File: src/rtl/hamming_route_pkg.sv
// hamming_route_pkg
//   Definitions shared by the routing Hamming(7,4) transmitter and receiver:
//   FSM state encoding, frame-length constants, serial line levels and the
//   codeword position map (positions 1..7 = p1 p2 d1 p3 d2 d3 d4).
//   Optional macro: HAMMING_TX_SECDED_EN adds the XPAR state (overall parity bit).
package hamming_route_pkg;

  // Frame lengths in bits: start + 2 destination + 7 codeword (+ parity) + stop
  localparam int FRAME_BITS_BASE   = 11;
  localparam int FRAME_BITS_SECDED = 12;

  localparam int DEST_BITS = 2;
  localparam int CW_BITS   = 7;

  // Serial line levels
  localparam logic LINE_IDLE  = 1'b1;
  localparam logic LINE_START = 1'b0;
  localparam logic LINE_STOP  = 1'b1;

  // Codeword position map; vectors of type codeword_t are indexed by position
  localparam int CW_POS_P1 = 1;
  localparam int CW_POS_P2 = 2;
  localparam int CW_POS_D1 = 3;
  localparam int CW_POS_P3 = 4;
  localparam int CW_POS_D2 = 5;
  localparam int CW_POS_D3 = 6;
  localparam int CW_POS_D4 = 7;

  typedef logic [7:1] codeword_t;

  typedef enum logic [2:0] {
    ST_IDLE,
    ST_START,
    ST_DEST,
    ST_CODE,
`ifdef HAMMING_TX_SECDED_EN
    ST_XPAR,
`endif
    ST_STOP
  } tx_state_e;

endpackage

File: src/rtl/hamming74_enc.sv
// hamming74_enc
//   Purely combinational Hamming(7,4) encoder.
//   Ports:
//     data           in   4  d1=data[3], d2=data[2], d3=data[1], d4=data[0]
//     codeword       out  7  indexed by position 1..7 (p1 p2 d1 p3 d2 d3 d4)
//     overall_parity out  1  XOR of all 7 codeword bits (only with HAMMING_TX_SECDED_EN)
//   Optional macro: HAMMING_TX_SECDED_EN.
module hamming74_enc
  import hamming_route_pkg::*;
(
  input  logic [3:0] data,
  output codeword_t  codeword
`ifdef HAMMING_TX_SECDED_EN
  ,
  output logic       overall_parity
`endif
);

  logic d1, d2, d3, d4;

  assign d1 = data[3];
  assign d2 = data[2];
  assign d3 = data[1];
  assign d4 = data[0];

  always_comb begin
    codeword            = '0;
    codeword[CW_POS_P1] = d1 ^ d2 ^ d4;
    codeword[CW_POS_P2] = d1 ^ d3 ^ d4;
    codeword[CW_POS_D1] = d1;
    codeword[CW_POS_P3] = d2 ^ d3 ^ d4;
    codeword[CW_POS_D2] = d2;
    codeword[CW_POS_D3] = d3;
    codeword[CW_POS_D4] = d4;
  end

`ifdef HAMMING_TX_SECDED_EN
  assign overall_parity = ^codeword;
`endif

endmodule

File: src/rtl/hamming_route_tx.sv
// hamming_route_tx
//   Accepts a destination + data nibble over valid/ready, Hamming(7,4)-encodes
//   the nibble and serializes one frame: start, dest[1], dest[0], codeword
//   positions 1..7, (overall parity), stop. Each bit lasts BIT_CYCLES clocks.
//   Parameters:
//     BIT_CYCLES  clock cycles per serial bit, 1..255
//   Ports:
//     clk       in   1  clock, rising edge
//     rst       in   1  synchronous active-high reset
//     in_valid  in   1  source offers in_dest/in_data
//     in_ready  out  1  block can accept a packet this cycle (IDLE only)
//     in_dest   in   2  destination display index
//     in_data   in   4  data nibble
//     tx_line   out  1  serial line, idles high (registered)
//     tx_busy   out  1  frame in progress
//     tx_done   out  1  one-cycle pulse after a frame completes
//   Optional macro: HAMMING_TX_SECDED_EN adds the XPAR state and a 12-bit frame.
module hamming_route_tx
  import hamming_route_pkg::*;
#(
  parameter int BIT_CYCLES = 4
) (
  input  logic       clk,
  input  logic       rst,
  input  logic       in_valid,
  output logic       in_ready,
  input  logic [1:0] in_dest,
  input  logic [3:0] in_data,
  output logic       tx_line,
  output logic       tx_busy,
  output logic       tx_done
);

  localparam logic [7:0] DIV_LAST  = 8'(BIT_CYCLES - 1);
  localparam logic [2:0] DEST_LAST = 3'(DEST_BITS - 1);
  localparam logic [2:0] CW_LAST   = 3'(CW_BITS - 1);

  tx_state_e  state_reg, state_next;
  logic [7:0] div_reg, div_next;
  logic [2:0] bit_reg, bit_next;
  logic [1:0] dest_reg;
  codeword_t  cw_reg;
  codeword_t  cw_enc;
  logic       line_reg, line_next;
  logic       ready_reg;
  logic       done_reg;
  logic       accept;
  logic       bit_end;

`ifdef HAMMING_TX_SECDED_EN
  logic xpar_enc;
  logic xpar_reg;

  hamming74_enc u_enc (
    .data           (in_data),
    .codeword       (cw_enc),
    .overall_parity (xpar_enc)
  );
`else
  hamming74_enc u_enc (
    .data     (in_data),
    .codeword (cw_enc)
  );
`endif

  assign accept  = in_valid && ready_reg;
  assign bit_end = (div_reg == DIV_LAST);

  always_comb begin
    state_next = state_reg;
    div_next   = bit_end ? 8'd0 : div_reg + 8'd1;
    bit_next   = bit_reg;

    case (state_reg)
      ST_IDLE: begin
        div_next = 8'd0;
        if (accept) state_next = ST_START;
      end
      ST_START: begin
        if (bit_end) state_next = ST_DEST;
      end
      ST_DEST: begin
        if (bit_end) begin
          if (bit_reg == DEST_LAST) state_next = ST_CODE;
          else                      bit_next   = bit_reg + 3'd1;
        end
      end
      ST_CODE: begin
        if (bit_end) begin
          if (bit_reg == CW_LAST) begin
`ifdef HAMMING_TX_SECDED_EN
            state_next = ST_XPAR;
`else
            state_next = ST_STOP;
`endif
          end else begin
            bit_next = bit_reg + 3'd1;
          end
        end
      end
`ifdef HAMMING_TX_SECDED_EN
      ST_XPAR: begin
        if (bit_end) state_next = ST_STOP;
      end
`endif
      ST_STOP: begin
        if (bit_end) state_next = ST_IDLE;
      end
      default: state_next = ST_IDLE;
    endcase

    // Both counters restart at every state change
    if (state_next != state_reg) begin
      div_next = 8'd0;
      bit_next = 3'd0;
    end

    // Line level is computed from the next state so tx_line can be a flop.
    // dest_reg/cw_reg are already loaded by the time DEST/CODE are reached.
    line_next = LINE_IDLE;
    case (state_next)
      ST_IDLE:  line_next = LINE_IDLE;
      ST_START: line_next = LINE_START;
      ST_DEST:  line_next = bit_next[0] ? dest_reg[0] : dest_reg[1];
      ST_CODE:  line_next = cw_reg[bit_next + 3'd1];
`ifdef HAMMING_TX_SECDED_EN
      ST_XPAR:  line_next = xpar_reg;
`endif
      ST_STOP:  line_next = LINE_STOP;
      default:  line_next = LINE_IDLE;
    endcase
  end

  always_ff @(posedge clk) begin
    if (rst) begin
      state_reg <= ST_IDLE;
      div_reg   <= 8'd0;
      bit_reg   <= 3'd0;
      line_reg  <= LINE_IDLE;
      ready_reg <= 1'b0;
      done_reg  <= 1'b0;
      dest_reg  <= 2'd0;
      cw_reg    <= '0;
`ifdef HAMMING_TX_SECDED_EN
      xpar_reg  <= 1'b0;
`endif
    end else begin
      state_reg <= state_next;
      div_reg   <= div_next;
      bit_reg   <= bit_next;
      line_reg  <= line_next;
      ready_reg <= (state_next == ST_IDLE);
      done_reg  <= (state_reg == ST_STOP) && bit_end;
      if (accept) begin
        dest_reg <= in_dest;
        cw_reg   <= cw_enc;
`ifdef HAMMING_TX_SECDED_EN
        xpar_reg <= xpar_enc;
`endif
      end
    end
  end

  assign in_ready = ready_reg;
  assign tx_line  = line_reg;
  assign tx_busy  = (state_reg != ST_IDLE);
  assign tx_done  = done_reg;

endmodule

File: config.mk
export PLATFORM = sky130hd
export DESIGN_NAME = hamming_route_tx
export DESIGN_NICKNAME = d
export VERILOG_FILES = /design/src/rtl/hamming_route_pkg.sv /design/src/rtl/hamming74_enc.sv /design/src/rtl/hamming_route_tx.sv
export SDC_FILE = /design/constraint.sdc
export NUM_CORES = 1
export LEC_CHECK = 0
export CORE_AREA = 2 2 55 67
export CTS_CLUSTER_DIAMETER = 50
export DETAILED_ROUTE_END_ITERATION = 10
export DIE_AREA = 0 0 57 69
export PLACE_DENSITY = 0.71
export SLEW_MARGIN = 5
export SYNTH_ARGS = -nofsm -noshare
export SYNTH_HDL_FRONTEND = slang
export SYNTH_SLANG_ARGS = --single-unit
File: constraint.sdc
create_clock -name clk -period 7.8 [get_ports clk]
set_clock_uncertainty 0.15 [all_clocks]
set_input_delay 0.78 -clock clk [delete_from_list [all_inputs] [get_ports clk]]
set_output_delay 0.78 -clock clk [all_outputs]
set_load 0.005 [all_outputs]
==> results of run 1 <==
[path summary, 6_finish.rpt]
kind	start	end	slack, ps	cells after the start
max	div_reg[0]$_SDFF_PP0_	tx_line$_SDFF_PP1_	4350	10
min	cw_reg[3]$_SDFFE_PP0P_	cw_reg[3]$_SDFFE_PP0P_	310	2
max reg2reg	div_reg[0]$_SDFF_PP0_	tx_line$_SDFF_PP1_	4350	10
min reg2reg	cw_reg[3]$_SDFFE_PP0P_	cw_reg[3]$_SDFFE_PP0P_	310	2
[per-layer routing]
metal | part of all wire | vias to the layer above | wire length, um | global-route usage
li1 | - | 590 | - | -
met1 | 0.45 | 541 | 1180 | 0.166
met2 | 0.51 | 27 | 1350 | 0.249
met3 | 0.044 | 2 | 116 | 0.0356
met4 | 0.0030 | 0 | 8 | 0.0413
met5 | 0 | - | 0 | 0
[metrics by stage]
stage,setup WS (ps),instances
finish,4350,211
global route,4110,211
CTS,4340,211
detailed placement,4200,207
global placement,4300,207
floorplan,4690,163
[cell type report]
class / instances / area (um^2) / area share
multi-input combinational: 126 / 813 / 0.510
tap: 37 / 46.3 / 0.0290
clock buffer: 3 / 41.3 / 0.0259
inverter: 6 / 22.5 / 0.0141
clock inverter: 1 / 30.0 / 0.0188
timing repair buffer: 12 / 120 / 0.0754
sequential: 26 / 520 / 0.327
[kinds of logic (layout without fill, tap and decap cells)]
kind of cell | count (synthesis) | in the layout | share of synthesized area
DFF | 26 | 26 | 0.379
AOI/OAI and AO/OA | 27 | 27 | 0.141
and+or+nand+nor | 80 | 80 | 0.314
buffers and inverters | 11 | 22 | 0.0300
xor gates and xnor gates | 12 | 12 | 0.0764
muxes | 2 | 2 | 0.0146
adders and majority gates | 5 | 5 | 0.0455
[cells in the final DEF, fill, tap and decap left out, drive strengths merged, types with 2 or more instances in the layout]
cell,Yosys,routed
ha,5,5
mux2i,2,2
nand2b,3,3
clkdlybuf4s50,0,12
a31oi,2,2
xor2,8,8
a21oi,11,11
nand4,2,2
and3,3,3
clkbuf,5,3
or3b,2,2
nand2,24,24
nor3,3,3
nor2,18,18
nor3b,2,2
and3b,2,2
o211ai,2,2
xnor2,4,4
nand3,10,10
and2,2,2
inv,6,6
dfxtp,26,26
nor2b,5,5
[power breakdown]
part / switching [mW] / internal, mW
Clock: 0.0418 / 0.0687
Combinational: 0.0119 / 0.0126
Sequential: 0.00286 / 0.137
Total: 0.0566 / 0.218
[critical path: cells and delay by family, from the launching register on]
family	cells	cell delay [ps]
AO/OA/AOI/OAI	4	880
adder cells (fa/ha/maj)	2	610
flip-flops	1	380
AND/OR/NAND/NOR	4	1390
==> results.md, run 1 <==
- The flow ran to the end, and the final reports show no timing, DRC or antenna violations.
- By startpoint and endpoint, the worst setup path is classified as flip-flop to flip-flop.
- The wire length of the first global-routing pass is 4.62 mm.
- At the pin with the least slew margin, the transition time is 634 ps.
- For the worst setup path, the data arrival time is 3520 ps.
- Of all nets on the critical path, the largest fanout is 9.
- The routed via count is 1160.
- The register with the most flip-flops in the layout has 8 of them.
- The clock latency at the later pin of the worst-skew pair is 280 ps.
- The static power due to leakage is 0.588 nW.
- Timing would allow up to 289 MHz.
- The worst setup path is launched from a flip-flop.
- Among the stages of the critical path, the cell type that occurs most often is ha_1.
- The total routing usage reported by global routing is 0.141.
- The height of the die is 69 um.
- In this run, the number of DRC markers left after iteration 0 of detailed routing was 60.
- Synthesis produced a netlist with a net count of 177.
- Setup repair after global routing left no endpoint under its margin.
- The sequential cell area fraction in the yosys report is 0.379.
- The number of rows in the core area is 23.
- The antenna diode count is 0.
- The count of instances resized after the clock tree is built is 0.
- For this run, the leading register cell type out of synthesis is dfxtp_1.
- The via count of the first global-routing pass is 1112.
- The count of fill cells added during filler insertion is 330.
- After detailed routing, the total wire length is 2.65 mm.
- The cell at the root of the clock tree is clkbuf_8.
- The critical path goes through ha_1 > nor3b_2 > nand2_4 > or4_4 > a22oi_4 > ha_1 > nand2b_1 > a21o_1 > a211o_1 > a31oi_1.
- Setup total negative slack on the finished layout was measured at 0 ps.
- In this run the number of H-tree levels came out at 1.
- Entering global routing, the biggest net connects 19 pins.
- Across the VDD grid, the largest voltage drop is 0.0000972 V.
- The die is 57 um wide.
- The post-layout net count is 189.
- The first TritonRoute pass finished after 4 iterations.
- The commonest cells after synthesis are dfxtp_1, nand2_1, nor2_1.
- The number of hold buffers added after CTS was 0.
- The worst hold path class is flip-flop to flip-flop.
- On the worst path, the slowest cell contributes a delay of 540 ps.
- The number of enable flip-flop cells after synthesis is 0.
- The die area is 3930 um^2.
- The post-detailed-route wirelength per cell is 12.6 um.
- The finished cells cover 1590 um^2.
- The final global-route overflow total is 0.
- In the post-synthesis netlist, the biggest area contributors are dfxtp_1, nand2_1, xor2_1.
- Once detail routing completed, the nets flagged for antenna violations numbered 0.
- The async set-or-reset flop fraction in the synthesized netlist is 0.
- The number of setup buffers added after CTS is 0.
- The unique cell type count in the Yosys netlist is 41.
- The clock tree from TritonCTS is yes.
- The cell with the biggest individual delay on the critical path is nor3b_2.
- Data on the critical path is required at its endpoint by 7860 ps.
- In this run, synthesis produced a sequential element count of 26.
- The ratio of final minimum period to clock period is 0.443.
- The fraction of layout cells with a size suffix above 1 is 0.0805.
- The via-per-instance ratio is 5.50.
- The tree built by TritonCTS fans out to 26 sinks.
- The number of antenna violations at the first check in global routing was 0.
- The area of the core region is 3280 um^2.
- The max-cap check violation count is 0.
- STA classifies the critical path endpoint as a flip-flop.
- The placed instances occupy a cell area of 1520 um^2.
- The areal power density over the cells is 172 nW/um^2.
- After technology mapping, the gate count stands at 163.
- The final core area utilization is 0.486.
- In this run, CTS created clock tree buffers numbering 3.
- The area fraction of the dominant cell type after synthesis is 0.379.
- On the final layout, the worst hold slack is 313 ps.
- The DRC violation count after routing is 0.
- From synthesis to final layout, the design area changed by 15.9%.
- Headroom to the max-slew limit came out at 0.576.
- The shortest clock period the worst path allows after layout is 3450 ps.
- The most common cell in the synthesized netlist is dfxtp_1.
- The final count of hold timing violations came to 0.
- The number of pins with negative max-slew slack in the final report is 0.
- The post-layout total power is 0.275 mW.
- During synthesis, Yosys emitted a total of 0 warnings.
- The I/O pin total is 13.
- Setup violations remaining at the end of the flow were counted as 0.
- The total of buffers placed on input and output ports is 12.
- Clock-pin slew was measured on the worst setup and hold paths at 90 ps.
- At the end of routability-driven placement, the weighted congestion stood at 0.769.
- The maximum buffer depth of the clock tree is 2.
- The total half-perimeter wirelength after legalization and detailed placement is 2.04 mm.
- The mean instance size in the synthesized netlist is 8.44 um^2.
- The initial core utilization is 0.419.
- Summed over all instances, the cell type with the most area after synthesis is dfxtp_1.
- The cell area that synthesis handed to floorplanning was 1380 um^2.
(Power assumes the default switching activity.)
==> run 2: changes to the inputs <==
--- a/config.mk
+++ b/config.mk
@@ -9,7 +9,7 @@
 export CTS_CLUSTER_DIAMETER = 50
 export DETAILED_ROUTE_END_ITERATION = 10
 export DIE_AREA = 0 0 57 69
-export PLACE_DENSITY = 0.71
+export PLACE_DENSITY = 0.74
 export SLEW_MARGIN = 5
 export SYNTH_ARGS = -nofsm -noshare
 export SYNTH_HDL_FRONTEND = slang
==> constraint.sdc (replaced) <==
create_clock -name clk -period 3 [get_ports clk]
set_clock_uncertainty 0.15 [all_clocks]
set_input_delay 0.3 -clock clk [delete_from_list [all_inputs] [get_ports clk]]
set_output_delay 0.3 -clock clk [all_outputs]
set_load 0.005 [all_outputs]
==> results.md, run 2 (synthesis results as in run 1) <==
- The height of the die is 69 um (unchanged).
- The max-cap check violation count is 0 (unchanged).
- By startpoint and endpoint, the worst setup path is classified as flip-flop to flip-flop.
- The count of fill cells added during filler insertion was 314 (-4.8%).
- The final worst-path setup slack is 148 ps (-4200 ps).
- The reg-to-reg critical path endpoint is tx_line$_SDFF_PP1_.
- The fraction of layout cells with a size suffix above 1 was 0.168 (+0.0880).
- The number of antenna violations at the first check in global routing is 0 (unchanged).
- The final count of hold timing violations is 0 (unchanged).
- The sum of negative setup slack is 0 ps (unchanged).
- The end of the worst hold path is div_reg[0]$_SDFF_PP0_.
- The shortest clock period the worst path allows after layout is 2850 ps (-602 ps).
- The final global-route overflow total came to 0 (unchanged).
- The total routing usage reported by global routing is 0.151 (+0.00950).
- The flip-flop count of the largest register, all copies and words added was 8 (unchanged).
- The number of instances on the worst hold path is 1 (-1).
- The maximum buffer depth of the clock tree is 2 (unchanged).
- The largest stage delay on the critical path came to 430 ps (-110 ps).
- The count of placed standard cells including taps was 213 (+2.9%).
- The flow ran to the end, and the final reports show no timing, DRC or antenna violations.
- The final core area utilization is 0.519 (+0.0328).
- The worst setup slack after placement is -2.68 ps (-4210 ps).
- The combined flip-flop and latch cell area is 531 um^2 (+1.9%).
- The initial core utilization is 0.419 (unchanged).
- TritonCTS built the clock tree.
- The via-per-instance ratio came to 5.39 (-2.0%).
- The top cell types in the final layout, fill and taps aside, are nand2_1, dfxtp_1, nor2_1, clkdlybuf4s50_1, a21oi_1.
- The post-layout instance count excluding filler cells is 221 (+4.7%).
- The worst-case reg-to-reg path depth is 11 (+1).
- The length of routed met2 wiring is 1.50 mm (+12%).
- Traced cell by cell, the critical path runs through inv_1 > ha_1 > and3_1 > or2_4 > or4_4 > a22oi_4 > ha_4 > nand2b_1 > a21o_1 > a211o_1 > a31oi_1.
- The total number of cells along the worst setup path is 11 (+1).
- The ratio of final minimum period to clock period is 0.951 (+0.508).
- The number of clock buffers inserted by TritonCTS is 3 (unchanged).
- The areal power density over the cells is 390 nW/um^2 (+130%).
- The number of pins with negative max-slew slack in the final report is 0 (unchanged).
- The post-detailed-route wirelength per cell is 13.1 um (+4.5%).
- The met1 wire length is 1.26 mm (+6.8%).
- The cell with the biggest individual delay on the critical path is or4_4.
- The setup slack of the most critical reg-to-reg path is 150 ps (-4200 ps).
- Grouping stages by cell kind, the critical path spends the most delay in simple AND/OR/NAND/NOR gates.
- The most common cell after layout, fill and taps aside is nand2_1.
- The nature of the critical path endpoint is a flip-flop.
- The die extent in x is 57 um (unchanged).
- The wire length of the first global-routing pass is 4.84 mm (+4.6%).
- The tightest hold margin was 304 ps (-8.79 ps).
- The static power due to leakage is 0.623 nW (+5.9%).
- The length of routed met3 wiring is 97 um (-16%).
- The last weighted congestion value of the routability-driven placer came to 0.810 (+5.3%).
- The cell at the root of the clock tree is clkbuf_8.
- The maximum resistive drop on vdd is 0.000271 V (+180%).
- The slew at the pin closest to its max-slew limit is 429 ps (-204 ps).
- The number of rows in the core area is 23 (unchanged).
- The worst slew slack as a fraction of its limit is 0.712 (+0.135).
- The total number of clock tree sinks is 26 (unchanged).
- The total half-perimeter wirelength after legalization and detailed placement is 2.09 mm (+2.6%).
- The post-detailed-placement cell area is 1590 um^2 (+4.2%).
- The antenna diode count is 0 (unchanged).
- The highest fanout seen on the critical path was 7 (-2).
- The data arrival time at the worst-slack endpoint is 2910 ps (-610 ps).
- The I/O pin total is 13 (unchanged).
- The DRC violation count after routing is 0 (unchanged).
- The initial detailed-routing violation count came to 55 (-8.3%).
- The post-layout total power is 0.664 mW (+140%).
- The maximum number of pins on one net before global-route repair is 19 (unchanged).
- The total of buffers placed on input and output ports came to 12 (unchanged).
- The post-route cell area is 1700 um^2 (+6.8%).
- The area of the core region came to 3280 um^2 (unchanged).
- The clock slew at the register clock pins of the worst setup and hold paths is 90 ps (about the same).
- The die area was 3930 um^2 (unchanged).
- The clock latency at the later pin of the worst-skew pair is 270 ps (about the same).
- The origin of the worst min-delay path is div_reg[0]$_SDFF_PP0_.
- The total setup violations reported at the end of the flow came to 0 (unchanged).
- The routed via count was 1191 (+2.7%).
- The routed wire length is 2.90 mm (+9.5%).
- The via count of the first global-routing pass came to 1104 (-0.72%).
- The count of TritonRoute iterations in the first routing pass is 4 (unchanged).
- The worst setup path is launched from a flip-flop.
- The worst endpoint required time is 3050 ps (-4810 ps).
- The combined area of the multi-input logic cells is 852 um^2 (+4.8%).
- The maximum level of the CTS H-tree was 1 (unchanged).
- The count of buffering cells on the critical path with inverters included was 1 (+1).
- The area overhead of the layout relative to synthesis is 23.7%.
- The maximum clock frequency is 351 MHz (+21%).
- The final antenna-violating net count was 0 (unchanged).
- The worst register-to-register path begins at bit_reg[0]$_SDFF_PP0_.
- The top routing layer in use is met4.
- The post-layout net count is 199 (+5.3%).
- The worst hold path belongs to the class flip-flop to flip-flop.
==> run 2: cell count changes in the layout (fill, tap and decap cells not counted), sizes merged <==
cell,before,now
bufinv,1,0
buf,0,10
clkbuf,3,4
==> run 2: repair_timing <==
action	in CTS	in global routing
setup buffers	1	3
resized for setup	1	9
pin swaps	0	3
setup endpoints to repair	1	1
hold buffers	0	0
==> run 2: power by group <==
part / switching (mW) / leakage (nW) / internal [mW]
combinational: 0.0335 / 0.380 / 0.0372
sequential: 0.00805 / 0.214 / 0.354
clock: 0.114 / 0.0288 / 0.118
==> run 2: layout make-up <==
cell class,instances,share of cell area
clock buffer,4,0.0324
inverter,6,0.0132
multi-input combinational,126,0.501
sequential,26,0.312
tap,37,0.0272
timing repair buffer,22,0.115
==> run 2: per-layer routing <==
layer  vias up  GRT usage
li1        611          -
met1       546      0.186
met2        28      0.263
met3         6     0.0244
met4         0     0.0465
met5         -          0
==> run 2: worst max-delay path by stage <==
stage / start / endpoint
6_report: bit_reg[0]$_SDFF_PP0_ / tx_line$_SDFF_PP1_
5_1_grt: div_reg[5]$_SDFF_PP0_ / tx_line$_SDFF_PP1_
4_1_cts: bit_reg[0]$_SDFF_PP0_ / tx_line$_SDFF_PP1_
2_1_floorplan: bit_reg[0]$_SDFF_PP0_ / tx_line$_SDFF_PP1_
3_3_place_gp: div_reg[0]$_SDFF_PP0_ / tx_line$_SDFF_PP1_
3_5_place_dp: bit_reg[0]$_SDFF_PP0_ / tx_line$_SDFF_PP1_
==> run 2: worst register-to-register path, stage by stage, from the launching register on <==
cell	delay (ps)
dfxtp_4	360
inv_1	40
ha_1	200
and3_1	200
or2_4	270
or4_4	430
a22oi_4	160
ha_4	250
nand2b_1	140
a21o_1	150
a211o_1	280
a31oi_1	160
==> run 3: changes to the inputs <==
--- a/config.mk
+++ b/config.mk
@@ -5,11 +5,11 @@
 export SDC_FILE = /design/constraint.sdc
 export NUM_CORES = 1
 export LEC_CHECK = 0
-export CORE_AREA = 2 2 55 67
+export CORE_AREA = 2 2 54 66
 export CTS_CLUSTER_DIAMETER = 50
 export DETAILED_ROUTE_END_ITERATION = 10
-export DIE_AREA = 0 0 57 69
-export PLACE_DENSITY = 0.74
+export DIE_AREA = 0 0 56 68
+export PLACE_DENSITY = 0.76
 export SLEW_MARGIN = 5
 export SYNTH_ARGS = -nofsm -noshare
 export SYNTH_HDL_FRONTEND = slang
==> results.md, run 3 (synthesis results as in run 1) <==
- The number of clock buffers inserted by TritonCTS is 3 (unchanged).
- The wire length of the first global-routing pass is 4.58 mm (-5.3%).
- The area of the core region came to 3220 um^2 (-1.8%).
- The height of the die is 68 um (-1.4%).
- The routed via count is 1197 (+0.50%).
- The clock latency at the later pin of the worst-skew pair is 270 ps (about the same).
- The die extent in x came to 56 um (-1.8%).
- The die area is 3810 um^2 (-3.2%).
- The post-detailed-placement cell area is 1580 um^2 (-0.47%).
- The maximum resistive drop on vdd was 0.000263 V (-2.9%).
- The total of buffers placed on input and output ports came to 12 (unchanged).
- The count of placed standard cells including taps is 212 (-0.47%).
- The maximum number of pins on one net before global-route repair came to 19 (unchanged).
- The flow ran to the end, and the final reports show no timing, DRC or antenna violations.
- The root buffer cell chosen for the clock tree is clkbuf_8.
- The initial core utilization is 0.427 (+0.00748).
- Leaving out fill and tap cells, the most frequent cell in the layout is nand2_1.
- The slew at the pin closest to its max-slew limit came to 460 ps (+30.8 ps).
- The via count of the first global-routing pass is 1086 (-1.6%).
- The worst setup slack after placement is -11.4 ps (-8.72 ps).
- Setup repair after global routing could not meet its margin everywhere.
- The worst slew slack as a fraction of its limit was 0.685 (-0.0263).
- The count of TritonRoute iterations in the first routing pass was 4 (unchanged).
- The nature of the critical path endpoint is a flip-flop.
- The count of hold-fix buffers inserted at cts is 0 (unchanged).
- The post-layout instance count excluding filler cells came to 222 (+0.45%).
- The areal power density over the cells is 411 nW/um^2 (+5.2%).
- The startpoint identified for the worst hold timing path is div_reg[0]$_SDFF_PP0_.
- The number of pins with negative max-slew slack in the final report is 0 (unchanged).
- The shortest clock period the worst path allows after layout is 2930 ps (+73.4 ps).
- The clock tree from TritonCTS is yes.
- The DRC violation count after routing came to 0 (unchanged).
- The fraction of layout cells with a size suffix above 1 came to 0.205 (+0.0369).
- The clock slew at the register clock pins of the worst setup and hold paths came to 90 ps (about the same).
- The total half-perimeter wirelength after legalization and detailed placement is 2.05 mm (-1.7%).
- The total setup violations reported at the end of the flow came to 0 (unchanged).
- The routed wire length is 2.94 mm (+1.3%).
- The tightest hold margin is 300 ps (-3.93 ps).
- The highest fanout seen on the critical path is 6 (-1).
- The final core area utilization came to 0.547 (+0.0279).
- The number of instances on the worst hold path is 1 (unchanged).
- The post-detailed-route wirelength per cell is 13.2 um (+0.89%).
- On the critical path the largest part of the delay comes from simple AND/OR/NAND/NOR gates.
- STA classifies the critical path startpoint as a flip-flop.
- The final worst-path setup slack is 74.6 ps (-73.4 ps).
- The post-layout net count was 200 (+0.50%).
- The final antenna-violating net count is 0 (unchanged).
- The number of rows in the core area came to 23 (unchanged).
- The max-cap check violation count was 0 (unchanged).
- The number of antenna violations at the first check in global routing is 0 (unchanged).
- The static power due to leakage came to 0.639 nW (+2.6%).
- The critical path goes through inv_2 > ha_4 > and3_4 > or2_4 > or4_4 > a22oi_4 > ha_4 > nand2b_4 > a21o_1 > a211o_1 > a31oi_1.
- The count of buffering cells on the critical path with inverters included is 1 (unchanged).
- The post-route cell area is 1760 um^2 (+3.5%).
- The last weighted congestion value of the routability-driven placer is 0.810 (about the same).
- The flip-flop count of the largest register, all copies and words added is 8 (unchanged).
- The total routing usage reported by global routing came to 0.154 (+0.00354).
- The maximum clock frequency was 342 MHz (-2.5%).
- For hold timing, the worst endpoint is div_reg[0]$_SDFF_PP0_.
- The antenna diode count is 0 (unchanged).
- Leaving out fill and tap cells, the most frequent cells in the layout are nand2_1, dfxtp_1, nor2_1, clkdlybuf4s50_1.
- The total number of clock tree sinks is 26 (unchanged).
- The worst-case reg-to-reg path depth was 11 (unchanged).
- The final count of hold timing violations is 0 (unchanged).
- The I/O pin total is 13 (unchanged).
- The ratio of final minimum period to clock period was 0.975 (+0.0245).
- The initial detailed-routing violation count is 40 (-27%).
- The critical path is of the flip-flop to flip-flop type.
- From synthesis to final layout, the design area changed by 28.1%.
- The post-layout total power is 0.723 mW (+8.9%).
- The data arrival time at the worst-slack endpoint is 2980 ps (+70 ps).
- The slowest stage of the critical path is the or4_4 cell.
- The final global-route overflow total is 0 (unchanged).
- The maximum buffer depth of the clock tree is 2 (unchanged).
- The sum of negative setup slack came to 0 ps (unchanged).
- The reg-to-reg critical path endpoint is tx_line$_SDFF_PP1_.
- Among the stages of the critical path, the cell type that occurs most often is ha_4.
- The via-per-instance ratio is 5.39 (about the same).
- The setup slack of the most critical reg-to-reg path is 70 ps (-70 ps).
- The worst hold path class is flip-flop to flip-flop.
- The largest stage delay on the critical path is 540 ps (+110 ps).
- The worst endpoint required time is 3050 ps (about the same).
- The worst register-to-register path begins at bit_reg[0]$_SDFF_PP0_.
- The maximum level of the CTS H-tree is 1 (unchanged).
run 3: cell types whose count changed in the layout (fill, tap and decap cells not counted), sizes merged:
cell / change
bufinv: +1
clkbuf: -1
buf: +1
run 3: metal layers:
layer / wire length (um) / GRT usage / vias to the layer above
met5: 0 / 0 / -
met4: 70 / 0.0833 / 0
met3: 76 / 0.0227 / 8
met2: 1530 / 0.296 / 25
met1: 1260 / 0.164 / 557
li1: - / - / 607
run 3: where the power goes:
| group | internal (mW) | total, mW | switching, mW |
|---|---|---|---|
| clock | 0.178 | 0.287 | 0.108 |
| combinational | 0.0385 | 0.0733 | 0.0348 |
| sequential | 0.354 | 0.363 | 0.00913 |
| total | 0.571 | 0.723 | 0.152 |
run 3: final cells by class:
type	instances	area, um^2
Fill cell	293	1460
Multi-Input combinational cell	126	888
Sequential cell	26	531
Timing Repair Buffer	23	203
Tap cell	37	46.3
Clock buffer	3	41.3
Clock inverter	1	30.0
Inverter	6	22.5
run 3: what timing repair did:
action                                 CTS  global route
buffers inserted                         1             5
endpoints found under the hold margin    0             0
setup endpoints to repair                1             1
pin swaps                                0             8
gates resized for setup                  1            17
run 3: how the worst max path moves through the flow:
stage | startpoint | end | slack, ps | depth (start not counted)
floorplan | bit_reg[0]$_SDFF_PP0_ | tx_line$_SDFF_PP1_ | 20 | 11
detailed placement | div_reg[0]$_SDFF_PP0_ | tx_line$_SDFF_PP1_ | -10 | 10
CTS | bit_reg[0]$_SDFF_PP0_ | tx_line$_SDFF_PP1_ | 2 | 11
finish | bit_reg[0]$_SDFF_PP0_ | tx_line$_SDFF_PP1_ | 70 | 11
global placement | div_reg[0]$_SDFF_PP0_ | tx_line$_SDFF_PP1_ | 110 | 10
global route | bit_reg[0]$_SDFF_PP0_ | tx_line$_SDFF_PP1_ | -50 | 11
run 3: worst reg2reg max path, delay by kind of cell, from the launching register on:
kind / cells / cell delay (ps)
fa+ha+maj: 2 / 420
flops: 1 / 360
buf+inv: 1 / 50
compound gates: 4 / 770
simple gates: 4 / 1110
